File: src/rtl/demux_pipe.sv
// rtl/demux_pipe.sv - 1-to-2 stream demultiplexer, one 2-entry FIFO per output
//
// Purpose:
//   Routes each accepted upstream word to output 1 (sinal=0) or output 2
//   (sinal=1). Each output is buffered by its own 2-entry FIFO, so a
//   stalled consumer only blocks words steered towards it.
//
// Ports:
//   clk          sole clock, all state updates on posedge
//   rst          asynchronous, active-high reset
//   sinal        route select, sampled together with in_data
//   in_valid     upstream word present
//   in_ready     selected FIFO has room (does not look at out_ready)
//   in_data      upstream word, data_bits+1 wide
//   out_valid1/2 FIFO 1/2 holds at least one word
//   out_ready1/2 consumer 1/2 takes the head word
//   out_data1/2  head word of FIFO 1/2, straight from storage registers
//   cnt1/cnt2    16-bit routed-word counters (only with DEMUX_STATS_EN)
//
// Configuration:
//   DEMUX_STATS_EN  when defined, adds the cnt1/cnt2 ports and counters.

module demux_pipe #(
  parameter int data_bits = 31
) (
  input  logic               clk,
  input  logic               rst,
  input  logic               sinal,
  input  logic               in_valid,
  output logic               in_ready,
  input  logic [data_bits:0] in_data,
  output logic               out_valid1,
  output logic               out_valid2,
  input  logic               out_ready1,
  input  logic               out_ready2,
  output logic [data_bits:0] out_data1,
  output logic [data_bits:0] out_data2
`ifdef DEMUX_STATS_EN
  ,
  output logic [15:0]        cnt1,
  output logic [15:0]        cnt2
`endif
);

  // Per-FIFO control, bit 0 = output 1, bit 1 = output 2.
  logic [1:0]         w_route;
  logic [1:0]         w_push;
  logic [1:0]         w_pop;
  logic [1:0]         w_oready;
  logic [1:0]         w_not_full;
  logic [1:0]         w_not_empty;
  logic [data_bits:0] w_head [0:1];
  logic               w_accept;

  assign w_route  = {sinal, ~sinal};
  assign w_oready = {out_ready2, out_ready1};

  // Readiness only reflects the selected FIFO's occupancy; a pop in the
  // same cycle does not free a slot early, so a full FIFO never passes
  // a word through combinationally.
  assign in_ready = sinal ? w_not_full[1] : w_not_full[0];
  assign w_accept = in_valid & in_ready;
  assign w_push   = w_route & {2{w_accept}};
  assign w_pop    = w_not_empty & w_oready;

  for (genvar g = 0; g < 2; g++) begin : g_fifo
    logic [data_bits:0] r_mem [0:1];
    logic               r_wptr;
    logic               r_rptr;
    logic [1:0]         r_count;

    assign w_not_full[g]  = (r_count != 2'd2);
    assign w_not_empty[g] = (r_count != 2'd0);
    assign w_head[g]      = r_mem[r_rptr];

    // Storage is cleared on reset too, so the outputs read 0 under reset.
    always_ff @(posedge clk or posedge rst) begin
      if (rst) begin
        r_mem[0] <= '0;
        r_mem[1] <= '0;
        r_wptr   <= 1'b0;
        r_rptr   <= 1'b0;
        r_count  <= 2'd0;
      end else begin
        if (w_push[g]) begin
          r_mem[r_wptr] <= in_data;
          r_wptr        <= ~r_wptr;
        end
        if (w_pop[g]) begin
          r_rptr <= ~r_rptr;
        end
        // Push and pop together leave the occupancy unchanged.
        case ({w_push[g], w_pop[g]})
          2'b10:   r_count <= r_count + 2'd1;
          2'b01:   r_count <= r_count - 2'd1;
          default: r_count <= r_count;
        endcase
      end
    end
  end

  assign out_valid1 = w_not_empty[0];
  assign out_valid2 = w_not_empty[1];
  assign out_data1  = w_head[0];
  assign out_data2  = w_head[1];

`ifdef DEMUX_STATS_EN
  logic [15:0] r_cnt1;
  logic [15:0] r_cnt2;

  // Free-running counters of accepted words per destination; wrap at 16 bits.
  always_ff @(posedge clk or posedge rst) begin
    if (rst) begin
      r_cnt1 <= 16'd0;
      r_cnt2 <= 16'd0;
    end else begin
      if (w_push[0]) begin
        r_cnt1 <= r_cnt1 + 16'd1;
      end
      if (w_push[1]) begin
        r_cnt2 <= r_cnt2 + 16'd1;
      end
    end
  end

  assign cnt1 = r_cnt1;
  assign cnt2 = r_cnt2;
`endif

endmodule

File: config.mk
export PLATFORM = sky130hd
export DESIGN_NAME = demux_pipe
export DESIGN_NICKNAME = d
export VERILOG_FILES = /design/src/rtl/demux_pipe.sv
export SDC_FILE = /design/constraint.sdc
export NUM_CORES = 1
export LEC_CHECK = 0
export BUFFER_PORTS_ARGS = -buffer_cell sky130_fd_sc_hd__clkbuf_2
export CAP_MARGIN = 20
export CORE_MARGIN = 2
export CORE_UTILIZATION = 50
export CTS_BUF_LIST = sky130_fd_sc_hd__clkbuf_8
export CTS_CLUSTER_DIAMETER = 40
export DETAILED_ROUTE_END_ITERATION = 12
export PLACE_DENSITY = 0.73
export SETUP_SLACK_MARGIN = 0.02
export SYNTH_ARGS = -nofsm -noshare
export SYNTH_HDL_FRONTEND = slang
export SYNTH_SLANG_ARGS = --single-unit
File: constraint.sdc
create_clock -name clk -period 11.3 [get_ports clk]
set_clock_uncertainty 0.2 [all_clocks]
set_input_delay 2.26 -clock clk [delete_from_list [all_inputs] [get_ports clk]]
set_output_delay 2.26 -clock clk [all_outputs]
set_load 0.02 [all_outputs]
==> metrics.md, run 1 <==
| Metric | Value |
|---|---|
| Status | `complete, but fails checks` |
| Failing checks | `DRC` |
| Critical path startpoint category | `primary input` |
| Setup tns final | `0 ns` |
| Detailed Place HPWL | `between 7000 and 8000 um` |
| Final Util | `59.9%` |
| Root Buffer | `clkbuf_8` |
| RSZ-0062 raised after global routing | `no` |
| Most frequent CP cell | `clkbuf_2` |
| Pin count of the biggest net entering global routing | `79` |
| F_max | `between 0.15 and 0.2 GHz` |
| Post-route ant nets | `0` |
| CTS buffer count | `17` |
| Syn Std Cell Area | `about 6000 um^2` |
| Cts hold-fix bufs | `0` |
| Die ar. | `between 10000 and 15000 um^2` |
| CTS clk-pin slew, worst paths | `approximately 0.06 ns` |
| Max VDD drop | `0.000163 V` |
| Count leader, synth | `mux2_2` |
| CP cell instances | `clkbuf_2, nor2_1, a21oi_1, clkbuf_2` |
| Final setup viols | `0` |
| Post-synth EDFFs | `0` |
| Cts repair resizes | `0` |
| RePlAce Congestion | `between 0.7 and 0.8` |
| Wire per inst | `~18 um` |
| Pre-antenna DRT Iters | `8` |
| Relative slew slack | `between 30% and 40%` |
| Hold_ws | `0.285 ns` |
| Min-Delay Path Class | `flip-flop to flip-flop` |
| Final WL | `between 10000 and 15000 um` |
| GRT Residual Overflow | `0` |
| Largest cells by area after synthesis | `dfrtp_1 57%, mux2_2 35%, buf_6 1.1%` |
| Max Cap Violations | `0` |
| Area grow syn2layout | `15.6%` |
| Slowest stage delay, CP | `0.18 ns` |
| CP required | `~8.8 ns` |
| Synth top cells by count | `187 x mux2_2, 136 x dfrtp_1, 10 x buf_2` |
| Lkg Pwr | `between 3 and 4 nW` |
| Avg Cell Area, Syn | `15.7 um^2` |
| Crit Path Max Fanout | `8` |
| Initial core utilization | `51.8%` |
| Hold Vio Cnt, Final | `0` |
| CP max-delay cell | `clkbuf_2` |
| Fin nets | `between 500 and 600` |
| Clk_lat worst skew | `0.44 ns` |
| Area leader, netlist | `dfrtp_1` |
| Final period utilization | `between 40% and 50%` |
| Area share of the largest cell type after synthesis | `57.1%` |
| Vias | `3405` |
| Share of cells above drive strength 1 | `roughly 66%` |
| Total power | `2.27 mW` |
| Die width | `113 um` |
| I/O Buffers | `approximately 100` |
| Vias in the first global route | `3624` |
| Post-CTS setup buffer count | `0` |
| Worst-Margin Slew | `approximately 1 ns` |
| Sequential element share of the synthesized area | `57.1%` |
| YS warnings | `0` |
| Pwr per Cell Area | `around 330 nW/um^2` |
| CTS tree | `done` |
| Initial antenna violation count | `0` |
| #FFs+latches synth | `around 140` |
| Min Tclk post-route | `5.22 ns` |
| H-tree levels | `4` |
| Max-slew violation count | `0` |
| Clk buf depth | `2` |
| # diodes | `0` |
| First-pass GRT wire length | `roughly 18000 um` |
| Synth Flop Type | `dfrtp_1` |
| Cells after Synth | `380` |
| Clock sinks | `about 140` |
| Vias per Instance | `~5.3` |
| Row count | `39` |
| 1st-iter DRT viols | `roughly 120` |
| Crit end category | `output pin` |
| Worst path arrival time | `about 2.8 ns` |
| Syn Nets | `between 400 and 500` |
| Core ar. | `roughly 12000 um^2` |
| Gr usage total | `19.0%` |
| Distinct cell type count after synthesis | `25` |
| Post-synthesis async set-or-reset flop share | `100%` |
| Kind of critical path | `primary input to output pin` |
| I/O pin total | `105` |
| Chip Height | `113 um` |
| DRC Markers | `8` |
==> power breakdown <==
part           leakage (nW)  internal [mW]  switching [mW]
Sequential             1.61          0.736           0.173
Clock                 0.196          0.182           0.166
Combinational          1.34          0.515           0.496
==> area by class of cell <==
type | count | area (um^2)
sequential | 136 | 3410
tap | 143 | 179
fill | 934 | 4620
clock inverter | 9 | 63.8
timing repair buffer | 108 | 551
multi-input combinational | 222 | 2410
clock buffer | 20 | 275
inverter | 1 | 6.26
==> final timing paths <==
path	start	endpoint	slack, ns	depth (start not counted)
hold / removal	g_fifo[0].r_mem[55]	g_fifo[0].r_mem[55]	0.29	1
setup / recovery	sinal	in_ready	6.08	4
hold reg to reg	g_fifo[0].r_mem[55]	g_fifo[0].r_mem[55]	0.29	1
min in group asynchronous	rst	g_fifo[1].r_mem[63]	1.75	2
setup reg to reg	g_fifo[1].r_count[1]	g_fifo[1].r_mem[33]	8.84	4
max in group asynchronous	rst	g_fifo[1].r_rptr	7.66	3
==> cells in the final DEF, fill, tap and decap left out, types with 2 or more instances in the layout <==
cell,Yosys,layout
xor2_1,4,4
buf_4,3,4
xnor2_1,6,6
clkinv_2,0,3
inv_1,1,5
mux2_1,5,5
or2_2,2,2
mux2_2,187,187
dfrtp_2,0,2
and2_1,2,2
dfrtp_1,136,134
nor2_1,3,3
clkbuf_2,0,104
ha_1,2,2
clkbuf_8,0,20
==> flip-flops by register name (all words and copies together), names as in the netlist <==
signal          flops
g_fifo.r_wptr       2
g_fifo.r_mem      128
g_fifo.r_rptr       2
g_fifo.r_count      4
==> layer usage <==
layer  wire length, um  share of wire [%]  GRT usage [%]  up-vias
li1                  -                  -              -     1562
met1              4880                 43           23.7     1755
met2              5780                 51           31.4       72
met3               525                4.6           5.09       16
met4               211                1.9           7.89        0
met5                 0                  0              0        -
==> logic make-up after synthesis <==
logic type | synth area share [%]
and+or+nand+nor | 2.16
muxes | 36.3
AOI/OAI and AO/OA | 0.0838
adders and majority gates | 0.420
buffers and inverters | 2.54
DFF | 57.1
xor gates and xnor gates | 1.47
==> per-stage QoR <==
step	std cells	setup slack [ns]	cell area (um^2)
finish	639	6.08	6900
floorplan	380	5.20	5960
global route	639	6.02	6900
detailed placement	610	6.07	6560
global placement	610	6.09	6560
CTS	639	6.07	6900
==> worst max-delay path, delay by kind of cell <==
kind | cells | cell delay (ns)
AO/OA/AOI/OAI | 1 | 0.11
buffers and inverters | 2 | 0.34
AND/OR/NAND/NOR | 1 | 0.06
Note: power is estimated with default switching activity, not from simulation.
==> run 2, diff against run 1 <==
--- a/config.mk
+++ b/config.mk
@@ -5,6 +5,7 @@
 export SDC_FILE = /design/constraint.sdc
 export NUM_CORES = 1
 export LEC_CHECK = 0
+export ABC_AREA = 1
 export BUFFER_PORTS_ARGS = -buffer_cell sky130_fd_sc_hd__clkbuf_2
 export CAP_MARGIN = 20
 export CORE_MARGIN = 2
@@ -12,7 +13,7 @@
 export CTS_BUF_LIST = sky130_fd_sc_hd__clkbuf_8
 export CTS_CLUSTER_DIAMETER = 40
 export DETAILED_ROUTE_END_ITERATION = 12
-export PLACE_DENSITY = 0.73
+export PLACE_DENSITY = 0.75
 export SETUP_SLACK_MARGIN = 0.02
 export SYNTH_ARGS = -nofsm -noshare
 export SYNTH_HDL_FRONTEND = slang
==> constraint.sdc (replaced) <==
create_clock -name clk -period 4.45 [get_ports clk]
set_clock_uncertainty 0.2 [all_clocks]
set_input_delay 0.89 -clock clk [delete_from_list [all_inputs] [get_ports clk]]
set_output_delay 0.89 -clock clk [all_outputs]
set_load 0.02 [all_outputs]
==> run 2 against run 1 <==
The run now ends clean. Synthesized cell count grew 110%. Critical path depth shrank 2. Clock-buffer cell count is the same. Non-clock buffer count grew 3. Die area grew 8.3%. Register-to-register slack lost 6.9 ns. Combinational power grew to 2.6 times the previous value. Setup slack lost 4.8 ns. Flip-flop and latch count is the same. Largest power group unchanged. Highest routed layer unchanged.
==> metrics.md, run 2 <==
| Metric | Value |
|---|---|
| Status | `finished, final reports clean (was complete, but fails checks)` |
| Clock sinks | `136 (unchanged)` |
| Fill count | `1149 (was 934)` |
| Top flop regs | `g_fifo.r_mem (128), g_fifo.r_count (4) (unchanged)` |
| Max VDD drop | `0.000444 V (was 0.000163 V)` |
| Final WL | `15200 um (was 11400 um)` |
| F_max | `0.314 GHz` |
| Post-Synth Simple-Gate Area | `18.2% (was 2.16%)` |
| R2R setup slack | `1.90 ns (was 8.84 ns)` |
| Pin count of the biggest net entering global routing | `137 (was 79)` |
| Hold Crit Start | `g_fifo[1].r_mem[20] (was g_fifo[0].r_mem[55])` |
| Crit end category | `output pin (unchanged)` |
| Initial core utilization | `51.3% (was 51.8%)` |
| Met1 global-route usage | `32.5% (was 23.7%)` |
| Chip Height | `118 um (was 113 um)` |
| Largest family of logic cells by synthesized area | `simple AND/OR/NAND/NOR gates (was multiplexers)` |
| Commonest non-fill, non-tap cell in the layout | `nand2_1 (was mux2_2)` |
| Combinational share of power | `42.5% (was 44.6%)` |
| Post-CTS setup buffer count | `0 (unchanged)` |
| Sw Share | `42.5% (was 36.8%)` |
| Post-route ant nets | `0 (unchanged)` |
| Multiplexer area fraction after synthesis | `0% (was 36.3%)` |
| First-pass GRT wire length | `24900 um (was 18500 um)` |
| Post-synth EDFFs | `0 (unchanged)` |
| CTS buffer count | `17 (unchanged)` |
| Share of power burned in registers | `37.4% (was 40.1%)` |
| Area grow syn2layout | `16.0% (was 15.6%)` |
| Area share of the largest cell type after synthesis | `52.6% (was 57.1%)` |
| DRC Markers | `0 (was 8)` |
| Sequential element share of the synthesized area | `52.6% (was 57.1%)` |
| Share of cells above drive strength 1 | `17.0% (was 66.3%)` |
| Pre-antenna DRT Iters | `6 (was 8)` |
| Synth top cells by count | `293 x nand2_1, 136 x dfrtp_1, 125 x o21ai_0 (was 187 x mux2_2, 136 x dfrtp_1, 10 x buf_2)` |
| P_sw | `2.58 mW (was 834 uW)` |
| Number of flip-flops under the largest register name | `128 (unchanged)` |
| Setup tns final | `0 ns (unchanged)` |
| YS warnings | `0 (unchanged)` |
| Final Util | `59.5% (was 59.9%)` |
| FF-to-FF Start | `g_fifo[0].r_wptr (was g_fifo[1].r_count[1])` |
| Total power | `6.06 mW (was 2.27 mW)` |
| CTS clk-pin slew, worst paths | `0.07 ns (was 0.06 ns)` |
| Grt met2 use | `34.4% (was 31.4%)` |
| Final Non-Filler Cells | `1065 (was 639)` |
| Min-Delay Path Class | `flip-flop to flip-flop (unchanged)` |
| Crit path from | `g_fifo[0].r_rptr (was sinal)` |
| Largest cells by area after synthesis | `dfrtp_1 53%, nand2_1 17%, o21ai_0 9.7% (was dfrtp_1 57%, mux2_2 35%, buf_6 1.1%)` |
| Die ar. | `13900 um^2 (was 12800 um^2)` |
| RSZ-0062 raised after global routing | `no (unchanged)` |
| Cts repair resizes | `0 (unchanged)` |
| Min Tclk post-route | `3.19 ns` |
| Finished Cell Area | `7510 um^2 (was 6900 um^2)` |
| Wire per inst | `14.2 um (was 17.8 um)` |
| Gr busiest metal | `met2 (unchanged)` |
| Avg Cell Area, Syn | `8.11 um^2 (was 15.7 um^2)` |
| Core ar. | `12600 um^2 (was 11500 um^2)` |
| Internal | `3.49 mW (was 1.43 mW)` |
| Syn Nets | `839 (was 420)` |
| Area leader, netlist | `dfrtp_1 (unchanged)` |
| Gr usage total | `22.7% (was 19.0%)` |
| H-tree levels | `4 (unchanged)` |
| Clk_lat worst skew | `0.45 ns (was 0.44 ns)` |
| Distinct cell type count after synthesis | `21 (was 25)` |
| Clock power share | `20.0% (was 15.4%)` |
| Post-synthesis async set-or-reset flop share | `100% (unchanged)` |
| Compound-cell area share of the yosys netlist | `17.7% (was 0.0839%)` |
| Lkg Pwr | `3.90 nW (was 3.15 nW)` |
| GRT Residual Overflow | `0 (unchanged)` |
| Dpl cell area | `7030 um^2 (was 6560 um^2)` |
| Cells after Synth | `799 (was 380)` |
| Synth Area in XOR/XNOR | `1.08% (was 1.47%)` |
| Vias | `5262 (was 3405)` |
| Worst path arrival time | `2.10 ns (was 2.76 ns)` |
| CTS tree | `done (unchanged)` |
| Synth Flop Type | `dfrtp_1 (unchanged)` |
| Biggest register | `g_fifo.r_mem (unchanged)` |
| Final setup viols | `0 (unchanged)` |
| Vias per Instance | `4.94 (was 5.33)` |
| I/O pin total | `105 (unchanged)` |
| Row count | `41 (was 39)` |
| Pwr per Cell Area | `807 nW/um^2 (was 329 nW/um^2)` |
| 1st-iter DRT viols | `461 (was 121)` |
| Max-slew violation count | `0 (unchanged)` |
| Root Buffer | `clkbuf_8 (unchanged)` |
| CP required | `3.36 ns (was 8.84 ns)` |
| Initial antenna violation count | `0 (unchanged)` |
| RePlAce Congestion | `0.784 (was 0.751)` |
| Detailed Place HPWL | `9720 um (was 7330 um)` |
| Max Cap Violations | `0 (unchanged)` |
| Hold Vio Cnt, Final | `0 (unchanged)` |
| Clk buf depth | `2 (unchanged)` |
| Die width | `118 um (was 113 um)` |
| I/O Buffers | `104 (unchanged)` |
| Relative slew slack | `32.1% (was 34.8%)` |
| Crit Path Max Fanout | `65 (was 8)` |
| Adder and majority cell fraction of the synthesized area | `0.386% (was 0.420%)` |
| #FFs+latches synth | `136 (unchanged)` |
| Syn Std Cell Area | `6480 um^2 (was 5960 um^2)` |
| Worst-Margin Slew | `1.02 ns (was 0.979 ns)` |
| Most frequent cells in the layout | `293 x nand2_1, 134 x dfrtp_1, 125 x o21ai_0, 107 x inv_1, 104 x clkbuf_2 (was 187 x mux2_2, 134 x dfrtp_1, 104 x clkbuf_2, 20 x clkbuf_8, 6 x xnor2_1)` |
| Cts hold-fix bufs | `0 (unchanged)` |
| Final period utilization | `between 70% and 80%` |
| Dpl cells | `1033 (was 610)` |
| Critical path startpoint category | `flip-flop (was primary input)` |
| # diodes | `0 (unchanged)` |
| Vias in the first global route | `5057 (was 3624)` |
| Fin nets | `920 (was 526)` |
| Grt met3 use | `4.99% (was 5.09%)` |
| Kind of critical path | `flip-flop to output pin (was primary input to output pin)` |
| Count leader, synth | `nand2_1 (was mux2_2)` |
==> run 2: cell types whose count changed in the layout (fill, tap and decap cells not counted), sizes merged, moves of 2 or more <==
cell / delta
and2: -2
buf: +3
bufinv: +5
inv: +104
mux2: -192
nand2: +292
nand2b: -2
o21ai: +131
o21bai: +64
or2: -2
xnor2: -2
==> run 2: per-stage QoR <==
| step | setup slack, ns | hold slack, ns |
|---|---|---|
| 4_1_cts | 1.27 | 0.303 |
| 3_5_place_dp | 1.39 | 0.288 |
| 5_1_grt | 1.12 | 0.326 |
| 2_1_floorplan | 1.67 | 0.265 |
| 6_report | 1.26 | 0.301 |
| 3_3_place_gp | 1.42 | 0.281 |
==> run 2: layout make-up <==
| type | count | area [um^2] | share of cell area (%) |
|---|---|---|---|
| Sequential cell | 136 | 3410 | 45.3 |
| Multi-Input combinational cell | 507 | 2420 | 32.2 |
| Timing Repair Buffer | 111 | 586 | 7.79 |
| Inverter | 107 | 405 | 5.40 |
| Clock buffer | 20 | 275 | 3.66 |
| Tap cell | 172 | 215 | 2.86 |
| Clock inverter | 12 | 205 | 2.73 |
==> run 2: path summary, 6_finish.rpt <==
kind,endpoint,cells past startpoint
worst max-delay path,out_data1[29],2
worst min-delay path,g_fifo[1].r_mem[20],2
worst max register to register,g_fifo[0].r_mem[24],5
worst min register to register,g_fifo[1].r_mem[20],2
max in group asynchronous,g_fifo[1].r_rptr,3
min in group asynchronous,g_fifo[0].r_mem[53],3
==> run 2: metal layers <==
layer	part of all wire [%]	vias up
met5	0	-
met4	1.6	0
met3	5.6	21
met2	47	161
met1	46	2445
li1	-	2635
==> run 2: power by group through the flow <==
| stage | Sequential (mW) | Combinational (mW) | Clock, mW |
|---|---|---|---|
| floorplan | 2.05 | 2.02 | 0 |
| global placement | 2.27 | 2.54 | 0 |
| detailed placement | 2.29 | 2.59 | 0 |
| CTS | 2.27 | 2.60 | 1.23 |
| global route | 2.36 | 2.88 | 1.29 |
| finish | 2.27 | 2.58 | 1.21 |
==> run 2: worst max-delay path: stages (launching register included) <==
cell and delay (ns):
dfrtp_2 1.03, o21ai_0 0.35, clkbuf_2 0.24
==> run 2: logic make-up after synthesis <==
logic type      Yosys count
simple gates            300
compound gates          197
buf+inv                 156
flops                   136
xor+xnor                  8
fa+ha+maj                 2
